**config.mk**
```make
export PLATFORM = sky130hd
export DESIGN_NAME = frame_mem_responder
export DESIGN_NICKNAME = d
export VERILOG_FILES = /design/src/rtl/frame_mem_pkg.sv /design/src/rtl/access_wait_counter.sv /design/src/rtl/frame_mem_responder.sv
export SDC_FILE = /design/constraint.sdc
export NUM_CORES = 1
export LEC_CHECK = 0
export BUFFER_PORTS_ARGS = -buffer_cell sky130_fd_sc_hd__buf_2
export CAP_MARGIN = 20
export CORE_MARGIN = 1
export CORE_UTILIZATION = 30
export CTS_BUF_LIST = sky130_fd_sc_hd__clkbuf_8 sky130_fd_sc_hd__clkbuf_16
export DETAILED_ROUTE_END_ITERATION = 10
export GPL_ROUTABILITY_DRIVEN = 0
export PLACE_DENSITY = 0.65
export SLEW_MARGIN = 20
export SYNTH_ARGS = -nofsm -noshare
export SYNTH_HDL_FRONTEND = slang
export SYNTH_SLANG_ARGS = --single-unit
```
**constraint.sdc**
```tcl
create_clock -name Clk -period 1.8 [get_ports Clk]
set_input_delay 0.27 -clock Clk [delete_from_list [all_inputs] [get_ports Clk]]
set_output_delay 0.27 -clock Clk [all_outputs]
set_load 0.05 [all_outputs]
```
**src/rtl/frame_mem_pkg.sv**
```systemverilog
// Shared types and constants for the frame-buffer SRAM responder.
package frame_mem_pkg;

    localparam int DEF_ADDR_W = 20;
    localparam int DEF_DATA_W = 16;

    // Width of the access-wait counter; covers WAIT_CYCLES 0..7.
    localparam int CNT_W = 3;

    // Colour returned for background-pixel reads without an SRAM access.
    localparam logic [15:0] BG_COLOR = 16'h0000;

    typedef enum logic [2:0] {
        IDLE,
        RD_ACCESS,
        RD_DONE,
        WR_SETUP,
        WR_PULSE,
        WR_HOLD
    } state_t;

endpackage

```
**src/rtl/access_wait_counter.sv**
```systemverilog
// Down-counter that times the SRAM strobe width for both read and write paths.
module access_wait_counter
    import frame_mem_pkg::*;
(
    input  logic             clk_i,
    input  logic             reset_i,
    input  logic             load_i,
    input  logic [CNT_W-1:0] load_val_i,
    input  logic             dec_i,
    output logic             zero_o
);

    logic [CNT_W-1:0] cnt_q;
    logic [CNT_W-1:0] cnt_d;

    // Next count: load wins over decrement; saturates at zero.
    always_comb begin
        // NOTE: default assignment first so no path leaves cnt_d unassigned (no latch).
        cnt_d = cnt_q;
        if (load_i) begin
            cnt_d = load_val_i;
        end else if (dec_i && (cnt_q != '0)) begin
            cnt_d = cnt_q - 1'b1;
        end
    end

    // Count register with synchronous reset.
    always_ff @(posedge clk_i) begin
        // NOTE: sequential state uses non-blocking assignments only.
        if (reset_i) begin
            cnt_q <= '0;
        end else begin
            cnt_q <= cnt_d;
        end
    end

    assign zero_o = (cnt_q == '0);

endmodule

```
**src/rtl/frame_mem_responder.sv**
```systemverilog
// Executes granted frame-buffer reads/writes against an async 16-bit SRAM.
module frame_mem_responder
    import frame_mem_pkg::*;
#(
    parameter int ADDR_W      = DEF_ADDR_W,
    parameter int DATA_W      = DEF_DATA_W,
    parameter int WAIT_CYCLES = 1
) (
    input  logic              Clk,
    input  logic              Reset,
    input  logic              MIMO_in_enable,
    input  logic              MIMO_out_enable,
    input  logic              Is_background,
    input  logic              wr_valid,
    input  logic [ADDR_W-1:0] wr_addr,
    input  logic [DATA_W-1:0] wr_data,
    output logic              wr_ready,
    input  logic              rd_req,
    input  logic [ADDR_W-1:0] rd_addr,
    output logic              rd_ready,
    output logic [DATA_W-1:0] rd_data,
    output logic              rd_valid,
    output logic [ADDR_W-1:0] SRAM_ADDR,
    output logic [DATA_W-1:0] Data_to_SRAM,
    input  logic [DATA_W-1:0] Data_from_SRAM,
    output logic              Drive_en,
    output logic              SRAM_CE_N,
    output logic              SRAM_OE_N,
    output logic              SRAM_WE_N,
    output logic              SRAM_UB_N,
    output logic              SRAM_LB_N
);

    localparam logic [CNT_W-1:0] WAIT_VAL = CNT_W'(WAIT_CYCLES);

    state_t            state_q;
    logic [ADDR_W-1:0] sram_addr_q;
    logic [DATA_W-1:0] data_to_sram_q;
    logic [DATA_W-1:0] rd_data_q;
    logic              rd_valid_q;
    logic              drive_en_q;
    logic              ce_n_q, oe_n_q, we_n_q, ub_n_q, lb_n_q;

    logic rd_accept, wr_accept;
    logic cnt_load, cnt_dec, cnt_zero;

    // Handshakes: reads win over writes so pixel fetches are never starved.
    always_comb begin
        rd_ready  = (state_q == IDLE) && MIMO_out_enable && !Reset;
        wr_ready  = (state_q == IDLE) && MIMO_in_enable && !Reset
                    && !(rd_req && MIMO_out_enable);
        rd_accept = rd_ready && rd_req;
        wr_accept = wr_ready && wr_valid;
        cnt_load  = ((state_q == IDLE) && rd_accept && !Is_background)
                    || (state_q == WR_SETUP);
        cnt_dec   = (state_q == RD_ACCESS) || (state_q == WR_PULSE);
    end

    access_wait_counter u_wait (
        .clk_i      (Clk),
        .reset_i    (Reset),
        .load_i     (cnt_load),
        .load_val_i (WAIT_VAL),
        .dec_i      (cnt_dec),
        .zero_o     (cnt_zero)
    );

    // Transaction FSM; every SRAM-facing output is a register set on the transition.
    always_ff @(posedge Clk) begin
        if (Reset) begin
            state_q        <= IDLE;
            sram_addr_q    <= '0;
            data_to_sram_q <= '0;
            rd_data_q      <= '0;
            rd_valid_q     <= 1'b0;
            drive_en_q     <= 1'b0;
            ce_n_q         <= 1'b1;
            oe_n_q         <= 1'b1;
            we_n_q         <= 1'b1;
            ub_n_q         <= 1'b1;
            lb_n_q         <= 1'b1;
        end else begin
            rd_valid_q <= 1'b0;
            case (state_q)
                IDLE: begin
                    if (rd_accept) begin
                        sram_addr_q <= rd_addr;
                        if (Is_background) begin
                            rd_data_q  <= DATA_W'(BG_COLOR);
                            rd_valid_q <= 1'b1;
                            state_q    <= RD_DONE;
                        end else begin
                            ce_n_q     <= 1'b0;
                            oe_n_q     <= 1'b0;
                            ub_n_q     <= 1'b0;
                            lb_n_q     <= 1'b0;
                            drive_en_q <= 1'b0;
                            state_q    <= RD_ACCESS;
                        end
                    end else if (wr_accept) begin
                        sram_addr_q    <= wr_addr;
                        data_to_sram_q <= wr_data;
                        ce_n_q         <= 1'b0;
                        ub_n_q         <= 1'b0;
                        lb_n_q         <= 1'b0;
                        we_n_q         <= 1'b1;
                        drive_en_q     <= 1'b1;
                        state_q        <= WR_SETUP;
                    end
                end
                RD_ACCESS: begin
                    if (cnt_zero) begin
                        rd_data_q  <= Data_from_SRAM;
                        rd_valid_q <= 1'b1;
                        ce_n_q     <= 1'b1;
                        oe_n_q     <= 1'b1;
                        ub_n_q     <= 1'b1;
                        lb_n_q     <= 1'b1;
                        state_q    <= RD_DONE;
                    end
                end
                RD_DONE: begin
                    state_q <= IDLE;
                end
                WR_SETUP: begin
                    we_n_q  <= 1'b0;
                    state_q <= WR_PULSE;
                end
                WR_PULSE: begin
                    if (cnt_zero) begin
                        we_n_q  <= 1'b1;
                        state_q <= WR_HOLD;
                    end
                end
                WR_HOLD: begin
                    drive_en_q <= 1'b0;
                    ce_n_q     <= 1'b1;
                    ub_n_q     <= 1'b1;
                    lb_n_q     <= 1'b1;
                    state_q    <= IDLE;
                end
                default: begin
                    state_q <= IDLE;
                end
            endcase
        end
    end

    assign SRAM_ADDR    = sram_addr_q;
    assign Data_to_SRAM = data_to_sram_q;
    assign rd_data      = rd_data_q;
    assign rd_valid     = rd_valid_q;
    assign Drive_en     = drive_en_q;
    assign SRAM_CE_N    = ce_n_q;
    assign SRAM_OE_N    = oe_n_q;
    assign SRAM_WE_N    = we_n_q;
    assign SRAM_UB_N    = ub_n_q;
    assign SRAM_LB_N    = lb_n_q;

endmodule

```
-- Word-level counts from Yosys, hierarchy flattened
Cells that the tools add are included.
- flip-flop bits (word level): 63
- word-level logic and storage cells: 90
- equal/unequal tests: 13
- reductions and logical operators: 34
- bitwise operators: 1
- $add $sub $neg: 1
- muxes and demuxes: 30
- operators by type and width (cell ; count):
    $mux W16 ; 3
    $mux W20 ; 2
    $pmux W16 S2 ; 1
    $reduce_and A4 Y1 ; 4
    $ne A2 B2 Y1 const B ; 7
    $mux W1 ; 13
    $mux W3 ; 4
    $pmux W3 S4 ; 1
    $logic_and A1 B1 Y1 ; 11
    $reduce_and A3 Y1 ; 3
    $reduce_bool A3 Y1 ; 3
    $reduce_bool A2 Y1 ; 4
    $eq A3 B3 Y1 const B ; 2
    $logic_not A3 Y1 ; 2
    $ne A3 B3 Y1 const B ; 2
    $pmux W1 S2 ; 3
    $pmux W1 S3 ; 2
    $eq A3 B1 Y1 const B ; 1
    $eq A3 B2 Y1 const B ; 1
    $logic_not A1 Y1 ; 3
    $sub A3 B1 Y3 const B ; 1
    $logic_or A1 B1 Y1 ; 2
    $mux W2 ; 1
    $reduce_and A2 Y1 ; 1
    other kinds (2) ; 2

-- Logic depth before layout (Yosys ltp)
- depth in word-level cells: 8
- mapped depth: 9
- depth with buffers taken out: 6

-- Cells and area by module
A second synthesis with hierarchy kept.
- cells, all modules: 339
- area, all modules: 2875.3 µm²
- modules (own cells, without submodules) (module ; instances ; area each (µm²) ; cells each ; sequential area each (µm²)):
    frame_mem_responder ; 1 ; 2692.6 ; 318 ; 1201.2
    access_wait_counter ; 1 ; 182.7 ; 21 ; 60.1

-- Worst setup path after synthesis
OpenSTA, ideal clock, no wires.
- path type: reg-to-reg
- from: reg u_wait.cnt_q[0]
- to: reg rd_data_q[10] (netlist: rd_data[10])
- arrival time: 1701 ps
- library setup time: 72 ps
- stages on the path, launching flop included: 10
- slack: 28 ps
- path buffers: 3
- data required time: 1728 ps
- cell sequence: dfxtp_1 > inv_1 > ha_1 > nor2b_1 > clkbuf_1 > and2_1 > o21ai_1 > buf_2 > buf_6 > mux2i_1
- cells in the longest elaborated chain, start to end: 3
- ends and longest elaborated chain (item ; line ; RTL):
    start, declared ; access_wait_counter.sv:13 ; logic [CNT_W-1:0] cnt_q;
    start signal, assigned ; access_wait_counter.sv:33 ; cnt_q <= cnt_d;
    $logic_not A3 Y1 ; access_wait_counter.sv:37 ; assign zero_o = (cnt_q == '0);
    $ne A2 B2 Y1 (no source line) ; -- ;
    $reduce_and A4 Y1 (no source line) ; -- ;
    end signal, assigned ; frame_mem_responder.sv:89 ; rd_data_q <= DATA_W'(BG_COLOR);
    end signal, assigned ; frame_mem_responder.sv:113 ; rd_data_q <= Data_from_SRAM;
    end, declared ; frame_mem_responder.sv:39 ; logic [DATA_W-1:0] rd_data_q;
No other way between the ends.
A chain may end at the register's enable or synchronous reset.

-- Worst setup path after layout
- from: reg state_q[0]
- to: out wr_ready
- cells in the longest elaborated chain, start to end: 4
- ends and longest elaborated chain (item ; line ; RTL):
    start, declared ; frame_mem_responder.sv:36 ; state_t state_q;
    start signal, assigned ; frame_mem_responder.sv:71 ; state_q <= IDLE;
    start signal, assigned ; frame_mem_responder.sv:91 ; state_q <= RD_DONE;
    start signal, assigned ; frame_mem_responder.sv:98 ; state_q <= RD_ACCESS;
    $logic_not A3 Y1 ; frame_mem_responder.sv:50 ; wr_ready = (state_q == IDLE) && MIMO_in_enable && !Reset
    $logic_and A1 B1 Y1 (2 in series) ; frame_mem_responder.sv:50 ;
    $logic_and A1 B1 Y1 ; frame_mem_responder.sv:51 ; && !(rd_req && MIMO_out_enable);
    end, declared ; frame_mem_responder.sv:17 ; output logic wr_ready,
No other way between the ends.

==> reports/results.tsv <==
metric	value	unit
PwrDens	946	nW/um2
diode count	0	
final core occ	0.436	
maximum clock path buffer count	2	
DIE AREA	9290	um2
Ports	140	
FFs w/ async S/R, synth	0	
pre-CTS WS	0.0569	ns
Clk Latency, worst-skew pair	0.33	ns
DRC	0	
core area	8680	um2
worst hold slack	0.174	ns
DRT iter0 DRCs	85	
max-cap violation count	0	
grt ovf	0	
H-Tree Depth	3	
Yosys cell types	41	
Worst Tran Pin Value	0.451	ns
CP Launch Type	flop	
CP endpoint kind	output port	
final worst slack	0.0489	ns
cells after synthesis	315	
gr usage total	0.143	
drt pass-1 iters	6	
CP arrival	1.48	ns
post-layout min period	1.75	ns
Post-DP HPWL	5100	um
largest net degree at the start of global routing	34	
cell count after placement	553	
number of synthesized flops with an enable pin	0	
Final Power	3.58	mW
Final ANT Viol Nets	0	
clk root buf	clkbuf_8	
Final Instance Area	3780	um2
Mapped Nets	396	
Slew headroom	0.699	
Initial Util	0.308	
RSZ-0062 raised after global routing	yes	
Synth area leader	dfxtp_1	
Layout fillers	881	
Setup TNS	0	ns
Syn. warnings	0	
share of cells above drive strength 1	0.396	
hold_buf cts	0	
synth-to-layout area growth	41.6	%
HP Class	in2reg	
top-area cell type share of the netlist area	0.472	
num rows	34	
Max Slew Vio Count	0	
CP Class	reg2out	
cts bufs inserted	9	
Fin. Hold Viols	0	
Port Buf Inserts	139	
CTS tree	done	
CP peak stage delay	0.34	ns
die height	96.4	um
Worst VDD drop	0.365	mV
CP Cell Sequence	nor4_4 > buf_4 > and3_4 > buf_8	
Reg clk slew, reported paths	0.07	ns
vias	2674	
final net count	539	
Post-Syn Area per Cell	8.48	um2
cell leakage power	1.81	nW
vias in the first global route	2367	
synthesized cell area	2670	um2
Max Fclk	0.571	GHz
required time of the critical path	1.53	ns
initial antenna violation count	0	
sequential fraction of the synthesis area	0.472	
Die X	96.4	um
wire per inst	12.1	um
most frequent cells in the layout	buf_2 (138), dfxtp_1 (62), nand2_1 (54), nor2_1 (29)	
fin crit share	0.973	
skew final	0.0108	ns
DRT Wirelength	6910	um
Top FF cell, synth	dfxtp_1	
CP max FO	4	
vias per std cell	4.69	
placed inst area	3540	um2
Final Setup Violations	0	
leading cell types by total area after synthesis	dfxtp_1 (47%), nand2_1 (7.6%), mux2i_1 (6.4%), o22ai_1 (4.7%), a21oi_1 (4.1%)	
Yosys reg bits	63	
outcome	completed	
first-pass GRT wire length	10300	um
Cell Count, Final, Fillers Out	570	
commonest non-fill, non-tap cell in the layout	buf_2	
Sink Count	63	
slowest cell on the critical path	dfxtp_2	
## layer usage
layer / wire length (um) / GRT usage / up-vias
met5: 0 / 0 / -
met4: 121 / 0.0613 / 0
met3: 617 / 0.0477 / 13
met2: 3140 / 0.251 / 115
met1: 3030 / 0.158 / 1186
li1: - / - / 1360
## cells in the mapped netlist, types with 2 or more instances
| library cell | instances |
|---|---|
| buf_4 | 3 |
| dfxtp_1 | 63 |
| clkbuf_1 | 11 |
| o22ai_1 | 20 |
| and2_1 | 2 |
| nor4b_1 | 3 |
| o31ai_1 | 2 |
| nand2_1 | 54 |
| nor2b_1 | 5 |
| inv_1 | 4 |
| o21ai_0 | 4 |
| nor2_1 | 29 |
| xnor2_1 | 2 |
| ha_1 | 2 |
| a21oi_1 | 22 |
| buf_2 | 10 |
| mux2i_1 | 17 |
| nor3_1 | 22 |
| nand2b_1 | 17 |
| buf_6 | 2 |
## path summary, 6_finish.rpt
path | slack, ns | cells after the start | endpoint | start
setup / recovery | 0.05 | 4 | wr_ready | state_q[0]
hold / removal | 0.17 | 3 | Data_to_SRAM[5] | wr_data[5]
hold reg to reg | 0.45 | 2 | Data_to_SRAM[5] | Data_to_SRAM[5]
setup reg to reg | 0.15 | 6 | SRAM_ADDR[7] | state_q[0]
## timing repair
| item | CTS | global route |
|---|---|---|
| gates cloned | 0 | 0 |
| gates resized for setup | 1 | 5 |
| buffers inserted | 2 | 0 |
| setup endpoints to repair | 2 | 16 |
| pin swaps | 1 | 1 |
## layout make-up
type,instances,area [um2],area share
multi-input cells,222,1270,0.337
flip-flops and latches,63,1260,0.334
repair buffers,158,886,0.234
clock buffers,10,138,0.0364
well taps,108,135,0.0357
clock inverters,5,73.8,0.0195
inverters,4,15.0,0.00397
## sequential cells by signal, summed over array words and instances, names as in the netlist
register      flops
SRAM_ADDR        20
Data_to_SRAM     16
Drive_en          1
SRAM_OE_N         1
state_q           3
rd_valid          1
rd_data          16
u_wait.cnt_q      3
SRAM_LB_N         1
SRAM_WE_N         1
## where the power goes
group	switching, mW	internal (mW)
combinational	0.482	0.269
sequential	0.0359	1.46
clock	0.530	0.801
total	1.05	2.53
## cells by family after synthesis
group	count (synthesis)	synth area share
AND/OR/NAND/NOR	144	0.265
flip-flops	63	0.472
AO/OA/AOI/OAI	57	0.127
buffers and inverters	30	0.0566
multiplexers	17	0.0637
XOR/XNOR	2	0.00656
adder cells (fa/ha/maj)	2	0.00936
## worst max-delay path: cells and delay by family, from the launching register on
kind / cells / cell delay [ns]
AND/OR/NAND/NOR: 2 / 0.50
flip-flops: 1 / 0.34
buffers and inverters: 2 / 0.31
(Power assumes the default switching activity.)
